[config.mk]
export PLATFORM = sky130hd
export DESIGN_NAME = prog_loader
export DESIGN_NICKNAME = d
export VERILOG_FILES = /design/src/rtl/prog_loader.sv
export SDC_FILE = /design/constraint.sdc
export NUM_CORES = 1
export LEC_CHECK = 0
export BUFFER_PORTS_ARGS = -buffer_cell sky130_fd_sc_hd__buf_4
export CAP_MARGIN = 0
export CORE_UTILIZATION = 58
export CTS_CLUSTER_DIAMETER = 40
export DETAILED_ROUTE_END_ITERATION = 10
export HOLD_SLACK_MARGIN = 0.12
export PLACE_DENSITY = 0.87
export SYNTH_ARGS = -nofsm -noshare
export SYNTH_HDL_FRONTEND = slang
export SYNTH_SLANG_ARGS = --single-unit
[constraint.sdc]
create_clock -name clk -period 5.3 [get_ports clk]
set_input_delay 1.06 -clock clk [delete_from_list [all_inputs] [get_ports clk]]
set_output_delay 1.06 -clock clk [all_outputs]
set_load 0.01 [all_outputs]
[src/rtl/prog_loader.sv]
// Boot-time program loader: receives a framed byte stream, writes 14-bit words to
// program memory and holds the CPU in reset until a length- and checksum-verified load completes.
module prog_loader #(
  parameter int ADDR_W      = 11,
  parameter int MAX_WORDS   = 2048,
  parameter int TIMEOUT_CYC = 1_000_000
) (
  input  logic              clk,
  input  logic              rst,
  input  logic              start,
  input  logic              in_valid,
  input  logic [7:0]        in_data,
  output logic              in_ready,
  output logic              mem_we,
  output logic [ADDR_W-1:0] mem_addr,
  output logic [13:0]       mem_wdata,
  output logic              cpu_rst,
  output logic              busy,
  output logic              done,
  output logic              err,
  output logic [ADDR_W:0]   word_count
);

  localparam int            TW     = $clog2(TIMEOUT_CYC + 1);
  localparam logic [TW-1:0] T_LAST = TW'(TIMEOUT_CYC - 1);
  localparam logic [15:0]   MAX_N  = 16'(MAX_WORDS);

  typedef enum logic [3:0] {
    S_IDLE, S_HDR, S_LEN_H, S_LEN_L, S_W_HI, S_W_LO, S_WRITE, S_CHK, S_DONE, S_ERR
  } state_t;

  state_t        state;
  logic [7:0]    len_h;
  logic [15:0]   len;
  logic [5:0]    hi_bits;
  logic [7:0]    chk_acc;
  logic [TW-1:0] tcnt;

  logic        xfer;
  logic        abort;
  logic        last_word;
  logic [15:0] n_in;

  assign xfer      = in_valid & in_ready;
  assign n_in      = {len_h, in_data};
  assign last_word = ((16'(word_count) + 16'd1) == len);

  // Any bad byte or an idle stretch reaching the timeout ends the load in ERR.
  always_comb begin
    abort = 1'b0;
    if (xfer) begin
      case (state)
        S_HDR:   abort = (in_data != 8'hA5);
        S_LEN_L: abort = (n_in == 16'd0) || (n_in > MAX_N);
        S_W_HI:  abort = (in_data[7:6] != 2'b00);
        S_CHK:   abort = (in_data != chk_acc);
        default: abort = 1'b0;
      endcase
    end else if (in_ready && (tcnt == T_LAST)) begin
      abort = 1'b1;
    end
  end

  always_ff @(posedge clk) begin
    if (rst) begin
      state      <= S_IDLE;
      in_ready   <= 1'b0;
      mem_we     <= 1'b0;
      mem_addr   <= '0;
      mem_wdata  <= '0;
      cpu_rst    <= 1'b1;
      busy       <= 1'b0;
      done       <= 1'b0;
      err        <= 1'b0;
      word_count <= '0;
      tcnt       <= '0;
    end else begin
      mem_we <= 1'b0;
      // in_ready is high exactly in the byte-waiting busy states, so WRITE never counts as idle
      if (xfer) tcnt <= '0;
      else if (in_ready) tcnt <= tcnt + 1'b1;

      if (abort) begin
        state    <= S_ERR;
        in_ready <= 1'b0;
        busy     <= 1'b0;
        err      <= 1'b1;
      end else begin
        case (state)
          S_IDLE, S_DONE, S_ERR: begin
            if (start) begin
              state      <= S_HDR;
              in_ready   <= 1'b1;
              busy       <= 1'b1;
              done       <= 1'b0;
              err        <= 1'b0;
              cpu_rst    <= 1'b1;
              word_count <= '0;
              mem_addr   <= '0;
              chk_acc    <= '0;
              tcnt       <= '0;
            end
          end
          S_HDR: begin
            if (xfer) state <= S_LEN_H;
          end
          S_LEN_H: begin
            if (xfer) begin
              len_h <= in_data;
              state <= S_LEN_L;
            end
          end
          S_LEN_L: begin
            if (xfer) begin
              len   <= n_in;
              state <= S_W_HI;
            end
          end
          S_W_HI: begin
            if (xfer) begin
              hi_bits <= in_data[5:0];
              chk_acc <= chk_acc ^ in_data;
              state   <= S_W_LO;
            end
          end
          S_W_LO: begin
            if (xfer) begin
              mem_wdata <= {hi_bits, in_data};
              chk_acc   <= chk_acc ^ in_data;
              mem_we    <= 1'b1;
              in_ready  <= 1'b0;
              state     <= S_WRITE;
            end
          end
          S_WRITE: begin
            word_count <= word_count + 1'b1;
            in_ready   <= 1'b1;
            // The address stops at N-1 after the final word so it never wraps.
            if (last_word) begin
              state <= S_CHK;
            end else begin
              mem_addr <= mem_addr + 1'b1;
              state    <= S_W_HI;
            end
          end
          S_CHK: begin
            if (xfer) begin
              state    <= S_DONE;
              in_ready <= 1'b0;
              busy     <= 1'b0;
              done     <= 1'b1;
              cpu_rst  <= 1'b0;
            end
          end
          default: state <= S_IDLE;
        endcase
      end
    end
  end

endmodule
**Word level (Yosys, flattened, before mapping)**

Cells that the tools add are included.

- Output and inout bits: 43
- Bits in registers: 105
- Word-level logic and storage cells: 121

- Add/subtract/negate cells: 4
- Bitwise logic cells: 5
- Reduce and logical (&&, ||, !) cells: 29
- Magnitude comparators: 1
- Muxes and demuxes: 36
- Equality and inequality tests: 30

Operators by type and width:

| operator | number |
|---|---|
| 20-bit two-way mux | 5 |
| 4-bit two-way mux | 8 |
| 4-bit one-hot mux with 8 select lines | 1 |
| 12-bit one-hot mux with 2 select lines | 1 |
| 11-bit two-way mux | 2 |
| 11-bit one-hot mux with 2 select lines | 1 |
| 3-bit != test (second input constant) | 7 |
| 20-bit by 1-bit adder with 20-bit output (second input constant) | 1 |
| 20-bit == test (second input constant) | 1 |
| 4-bit AND reduction | 5 |
| 13-bit by 16-bit == test with 1-bit output | 1 |
| 4-bit by 3-bit == test with 1-bit output (second input constant) | 4 |
| 16-bit by 12-bit > comparator with 1-bit output (second input constant) | 1 |
| 16-bit zero test | 1 |
| 8-bit two-way mux | 2 |
| 2-bit != test (second input constant) | 8 |
| 8-bit one-hot mux with 2 select lines | 1 |
| 7-bit AND reduction | 2 |
| 12-bit by 1-bit adder with 13-bit output (second input constant) | 1 |
| 12-bit by 1-bit adder with 12-bit output (second input constant) | 1 |
| 12-bit two-way mux | 1 |
| 3-bit AND reduction | 4 |
| 2-bit nonzero test | 6 |
| 11-bit by 1-bit adder with 11-bit output (second input constant) | 1 |
| 22 further kinds | 39 |

**Logic depth before layout (Yosys ltp)**

Gate-level depths: netlist of run 1.

- Word-level depth: 6
- Mapped depth: 11
- Depth with buffers taken out: 9

**Least setup slack after synthesis of run 1**

OpenSTA, ideal clock, no wires.

- Kind: in2reg
- Start: in in_data[1]
- End: reg len[0] (enable)
- Arrival time: 4.279 ns
- Buffers on the path: 0
- Setup slack: 0.591 ns
- Cell stages on the path: 8
- Cells stage by stage: nor4_1 > nand3_1 > xor2_1 > a2111oi_0 > o31ai_1 > nand2_1 > or2_2 > nor4_1

- Word-level cells in the longest chain between the ends: 6
- Elaborated cells on any way between the ends: 9

Ends and longest elaborated chain:

| item | RTL line | text |
|---|---|---|
| from (decl) | 12 | `input logic [7:0] in_data,` |
| 16-bit by 12-bit > comparator with 1-bit output or 16-bit zero test (tied branches) | 54 | `S_LEN_L: abort = (n_in == 16'd0) \|\| (n_in > MAX_N);` |
| 1-bit logical OR | 54 |  |
| 1-bit one-hot mux with 4 select lines (*) | 52 | `case (state)` |
| 1-bit two-way mux (*) | 51 | `if (xfer) begin` |
| 1-bit inverter (no source line) (*) | n/a |  |
| 4-bit AND reduction (no source line) (*) | n/a |  |
| to (signal assigned) | 115 | `len <= n_in;` |
| to (decl) | 34 | `logic [15:0] len;` |

Mark *: on every way between the ends. The rest lies on a longest branch, timed or not.
A chain may end at the register's enable or synchronous reset.

**Worst setup path after layout of run 1**

- Start: reg state[2]
- End: reg mem_addr[7]

- Word-level cells in the longest chain between the ends: 5
- Elaborated cells on any way between the ends: 17

Ends and longest elaborated chain:

| item | RTL line | text |
|---|---|---|
| from (decl) | 32 | `state_t state;` |
| from (signal assigned) | 66 | `state <= S_IDLE;` |
| from (signal assigned) | 84 | `state <= S_ERR;` |
| from (signal assigned) | 92 | `state <= S_HDR;` |
| 4-bit by 3-bit == test with 1-bit output, or another cell as far along | 52 |  |
| 1-bit one-hot mux with 4 select lines | 52 |  |
| 1-bit two-way mux | 51 |  |
| 1-bit inverter (no source line) | n/a |  |
| 4-bit AND reduction (no source line) | n/a |  |
| to (signal assigned) | 142 | `mem_addr <= mem_addr + 1'b1;` |
| to (decl) | 15 | `output logic [ADDR_W-1:0] mem_addr,` |

Several ways; a longest one is shown, not always the timed one.

==> results.cfg, run 1 <==
[outcome]
status = finished clean

[final_layout]
fillerInstances = 613
nets = 573
final_cells = 668
seq_area_sq_mm = 0.00248
antenna_cells = 0
multi_input_area_sq_mm = 0.00230
drive_gt1_share_pct = 15.3
final_cell_mix = nor2_1, dfxtp_1, buf_4
final_common_cell = nor2_1
syn_to_final_growth_pct = 13.2

[global_routing]
antenna_found_initial = 0
overflow = 0
grt.total_usage_pct = 26.2
grt_max_degree = 33
grt_pass1_wl_um = 17900
grt_pass1_vias = 3772

[worst_setup_path]
r2r_slack_ns = 1.56
worstSetupStartpointType = flop
crit_fanout = 18
cp_slowest_stage_delay_ns = 0.90
r2r_end = mem_addr[7]$_SDFFE_PP0P_
crit_path_end_kind = flop
critPathSlowestCell = a2111oi_4
cp.arrival_ns = 4.00
cp.required_ns = 5.55
path_cells = nand2b_4 -> or3b_1 -> nor3_1 -> o2111ai_1 -> or4_4 -> a2111oi_4 -> nand2b_1 -> o21ai_0
crit_start = state[2]$_SDFFE_PN0P_
worstSetupPathType = reg -> reg
cp_top_family = simple AND/OR/NAND/NOR gates
crit_buf_inv = 0
regToRegStartpoint = state[2]$_SDFFE_PN0P_
reg2reg_depth = 8

[placed_design]
finalWeightedCongestion = 0.909
port_buffers = 54
dpl.hpwl_um = 7860
place.detailed.instances = 652

[die]
die_h_um = 94.0
start_util_pct = 59.7
die_area_sq_mm = 0.00883
rows = 33
die_w_um = 94.0
core_area_sq_mm = 0.00822
io_pins = 55

[detailed_routing]
vias = 4109
drt_iter0_markers = 313
totalWireLength_um = 11200
ant_nets = 0
drc_errors = 0
vias_per_cell = 6.15
wl_per_cell_um = 16.7
drt-pass1-iter-count = 5

[hold_path]
min_path_type = reg -> reg
hold_start = len_h[7]$_DFFE_PP_
hold_path_end = len[15]$_DFFE_PP_
hold_depth = 0

[timing]
fin_crit_ns = 3.74
relSlewSlack_pct = 34.7
setup_viol = 0
hold_viol = 0
slew_violations = 0
finalSetupTns_ns = 0
fin_skew_ns = 0.0120
tightest_slew_ns = 0.980
fmax_ghz = 0.267
rsz0062_at_grt = no
fin_crit_sh_pct = 70.7

[clock_network]
postCtsSetupBuffers = 0
cts.sinks = 105
cts_resized = 0
htree_levels = 3
cts_hold_buf = 0
cts_made_buffers = 9
cts-root-buf = clkbuf_8
clockBufferDepth = 2
worstSkewPairLatency_ns = 0.38
path_clk_slew_ns = 0.10
cts_tree = done

[synth]
ys.flop_type = dfxtp_1
postSynthNetCount = 529
synth_edf_count = 38
syn_inst = 514
ys_ff_latch = 105
ys_async_sr_fraction_pct = 0
synth.distinct_cells = 55
yosysWarningCount = 0
yosysSeqAreaShare_pct = 50.6
synth_area_per_cell_sq_um = 9.55
synthesis.area_sq_mm = 0.00491

[flow_run]
max_cap_violations = 0

[power]
power.leakage_nw = 2.10
p_per_area_mw_per_mm2 = 269
peakVddDrop_uv = 166
-- area by class of cell --
| class | instances | area share [%] |
|---|---|---|
| inverter | 4 | 0.270 |
| sequential | 105 | 44.7 |
| clock buffer | 10 | 2.48 |
| clock inverter | 6 | 0.901 |
| tap | 105 | 2.36 |
| timing repair buffer | 59 | 7.97 |
| multi-input combinational | 379 | 41.3 |
-- worst register-to-register path: cells and delay by family, from the launching register on --
kind	cells	cell delay, ns
compound gates	3	1.15
flops	1	0.64
simple gates	5	1.84
-- stage by stage --
step | hold WS (ns) | instance area, sq um | setup WS, ns | total power [mW] | util [%]
5_1_grt | 0.470 | 5560 | 1.37 | 1.55 | 67.6
4_1_cts | 0.460 | 5560 | 1.62 | 1.49 | 67.6
3_3_place_gp | 0.433 | 5370 | 1.54 | 1.02 | 65.3
2_1_floorplan | 0.427 | 4910 | 0.591 | 0.986 | -
3_5_place_dp | 0.436 | 5370 | 1.38 | 1.03 | 65.3
6_report | 0.457 | 5560 | 1.56 | 1.49 | 67.6
-- cell families after synthesis --
kind of cell | share of synthesized area, %
simple gates | 23.3
flops | 50.6
compound gates | 12.1
xor+xnor | 6.60
buf+inv | 2.75
mux | 3.67
fa+ha+maj | 0.969
-- worst max path at each step --
stage / end / cells past startpoint
floorplan: len[0]$_DFFE_PP_ / 8
global placement: len_h[5]$_DFFE_PP_ / 11
detailed placement: tcnt[12]$_SDFF_PP0_ / 10
CTS: mem_addr[7]$_SDFFE_PP0P_ / 8
global route: mem_addr[7]$_SDFFE_PP0P_ / 8
finish: mem_addr[7]$_SDFFE_PP0P_ / 8
-- sequential cells by signal, summed over array words and instances, names as in the netlist --
register and count:
busy 1, chk_acc 8, cpu_rst 1, done 1, err 1, hi_bits 6, in_ready 1, len 16
len_h 8, mem_addr 11, mem_wdata 14, mem_we 1, state 4, tcnt 20, word_count 12
-- report_power, final --
group	total, mW	switching (mW)	internal, mW
Combinational	0.142	0.0914	0.0503
Clock	0.476	0.285	0.191
Sequential	0.875	0.0260	0.849
Total	1.49	0.403	1.09
-- cell usage after synthesis, types with 4 or more instances --
| cell type | number | area share [%] |
|---|---|---|
| o311ai_0 | 6 | 1.1 |
| o31ai_1 | 5 | 0.76 |
| or3_1 | 4 | 0.51 |
| clkbuf_1 | 20 | 1.5 |
| nand4_1 | 12 | 1.5 |
| dfxtp_1 | 67 | 27 |
| nor3b_1 | 4 | 0.61 |
| nor2_1 | 74 | 5.7 |
| nor3_1 | 10 | 1.0 |
| nor4_1 | 9 | 1.1 |
| nand3_1 | 23 | 2.3 |
| nand2b_1 | 21 | 2.7 |
| xnor2_1 | 20 | 3.6 |
| edfxtp_1 | 38 | 23 |
| a21oi_1 | 27 | 2.8 |
| and2_1 | 7 | 0.89 |
| and3_1 | 11 | 1.4 |
| a31oi_1 | 6 | 0.76 |
| inv_1 | 4 | 0.31 |
| xor2_1 | 17 | 3.0 |
| mux2i_1 | 18 | 3.7 |
| nand2_1 | 38 | 2.9 |
| o21ai_0 | 28 | 2.9 |
-- layer usage --
layer | up-vias | wire length (um) | global-route usage, %
met1 | 1952 | 4640 | 33.5
met2 | 211 | 5590 | 44.6
li1 | 1929 | - | -
met3 | 17 | 827 | 3.96
met5 | - | 0 | 0
met4 | 0 | 121 | 10.1
Power figures use the tool's default switching activity.
==> run 2, diff against run 1 <==
- CORE_UTILIZATION: 58 -> 53
- PLACE_DENSITY: 0.87 -> 0.84
- clock period: 5.3 -> 3 ns (I/O delays scaled with it)
==> run 2 against run 1 <==
  * The flow now finishes with violations (DRC)
  * Worst setup slack worse by 1.4 ns
  * Sequential power is 73% higher
  * Register-to-register slack worse by 1.4 ns
  * Combinational power is 130% higher
  * Core utilization is 1.9 points lower
  * Critical path depth is 1 higher
  * Maximum frequency is 34% higher
  * Non-clock buffer count is 21 higher
  * Via count is 0.37% lower
  * First-iteration DRC count is 17% lower
  * Global-route usage is 2.7 points lower
  * Flip-flop and latch count stayed put
  * Critical path type unchanged
  * Largest cell class unchanged
  * Highest routed layer unchanged
==> results.cfg, run 2 (synthesis gave the netlist of run 1 again) <==
[die]
core_area_sq_mm = 0.00885
rows = 34
die_h_um = 98.2
start_util_pct = 55.5
io_pins = 55
die_w_um = 98.2
die_area_sq_mm = 0.00965

[detailed_routing]
ant_nets = 0
drc_errors = 5
totalWireLength_um = 10800
vias = 4094
vias_per_cell = 5.92
wl_per_cell_um = 15.6
drt-pass1-iter-count = 7
drt_iter0_markers = 260

[global_routing]
grt_pass1_vias = 3993
antenna_found_initial = 0
grt_pass1_wl_um = 18300
grt.total_usage_pct = 23.5
overflow = 0
grt_max_degree = 33

[final_layout]
nets = 594
largest_register = tcnt
drive_gt1_share_pct = 19.3
seq_area_sq_mm = 0.00248
final_cell_mix = buf_4, nor2_1, dfxtp_1
final_common_cell = buf_4
antenna_cells = 0
largest_reg_flops = 20
multi_input_area_sq_mm = 0.00234
reg_top3 = tcnt: 20 flops, len: 16 flops, mem_wdata: 14 flops
postLayoutCoreUtil_pct = 65.7
fillerInstances = 709
syn_to_final_growth_pct = 18.5

[timing]
fin_crit_ns = 2.80
fin_skew_ns = 0.0164
fin_crit_sh_pct = 93.4
slew_violations = 0
setup_ws_ns = 0.197
setup_viol = 0
relSlewSlack_pct = 55.2
tightest_slew_ns = 0.669
rsz0062_at_grt = no
fmax_ghz = 0.357
hold_viol = 0

[hold_path]
min_path_type = reg -> reg

[worst_setup_path]
cp.required_ns = 3.27
crit_fanout = 18
cp.arrival_ns = 3.07
crit_path_end_kind = flop
worstSetupStartpointType = flop
worstSetupPathType = reg -> reg

[clock_network]
cts_hold_buf = 0
cts-root-buf = clkbuf_8
cts_made_buffers = 9
path_clk_slew_ns = 0.10
clockBufferDepth = 2
worstSkewPairLatency_ns = 0.37
htree_levels = 3
cts.sinks = 105
cts_tree = done

[flow_run]
max_cap_violations = 0

[placed_design]
finalWeightedCongestion = 0.883
port_buffers = 54
place_worst_setup_slack_ns = 0.0167
dpl.hpwl_um = 7760

[power]
p_per_area_mw_per_mm2 = 470
power.leakage_nw = 2.23
peakVddDrop_uv = 294

[outcome]
violations = DRC
status = complete, but fails checks
-- run 2: path summary, 6_finish.rpt --
path                         startpoint                  endpoint  slack (ns)  cells after the start
max          word_count[3]$_SDFFE_PP0P_  mem_addr[2]$_SDFFE_PP0P_        0.20                      9
min                  len_h[0]$_DFFE_PP_          len[8]$_DFFE_PP_        0.45                      0
max reg2reg  word_count[3]$_SDFFE_PP0P_  mem_addr[2]$_SDFFE_PP0P_        0.20                      9
min reg2reg          len_h[0]$_DFFE_PP_          len[8]$_DFFE_PP_        0.45                      0
-- run 2: routing by layer --
layer / vias to the layer above / part of all wire, % / global-route usage [%]
met5: - / 0 / 0
met4: 0 / 2.1 / 8.96
met3: 22 / 5.2 / 4.44
met2: 135 / 49 / 39.7
met1: 1960 / 44 / 30.1
li1: 1977 / - / -
-- run 2: what timing repair did --
item                                   in CTS  in global routing
setup endpoints to repair                   0                  3
resized for setup                           0                  2
buffers inserted                            0                  0
endpoints found under the hold margin       0                  0
-- run 2: through the flow --
stage	cells	total power, mW	setup TNS, ns	hold WS, ns	instance area, sq um
finish	692	2.73	0	0.448	5820
global route	692	2.84	0	0.466	5820
CTS	692	2.74	0	0.451	5810
detailed placement	676	1.87	0	0.438	5610
global placement	676	1.86	0	0.445	5610
floorplan	514	1.75	-1.35	0.427	4960
-- run 2: report_power, final --
group | internal, mW | switching, mW | total (mW)
sequential | 1.50 | 0.0153 | 1.51
clock | 0.412 | 0.478 | 0.891
combinational | 0.124 | 0.203 | 0.327
-- run 2: area by class of cell --
class                   count  area share (%)
well taps                 108            2.32
multi-input cells         379            40.3
clock buffers              10            2.37
inverters                   4           0.258
flip-flops and latches    105            42.7
repair buffers             80            11.0
clock inverters             6            1.12
-- run 2: critical path: stages, from the launching register on --
cell and delay, ns:
dfxtp_1 0.50, nand4_1 0.22, nor2_1 0.24, and2_1 0.20, a21oi_1 0.09, or4_4 0.51, a2111oi_4 0.42, buf_12 0.20
nor3b_1 0.07, o221a_2 0.26
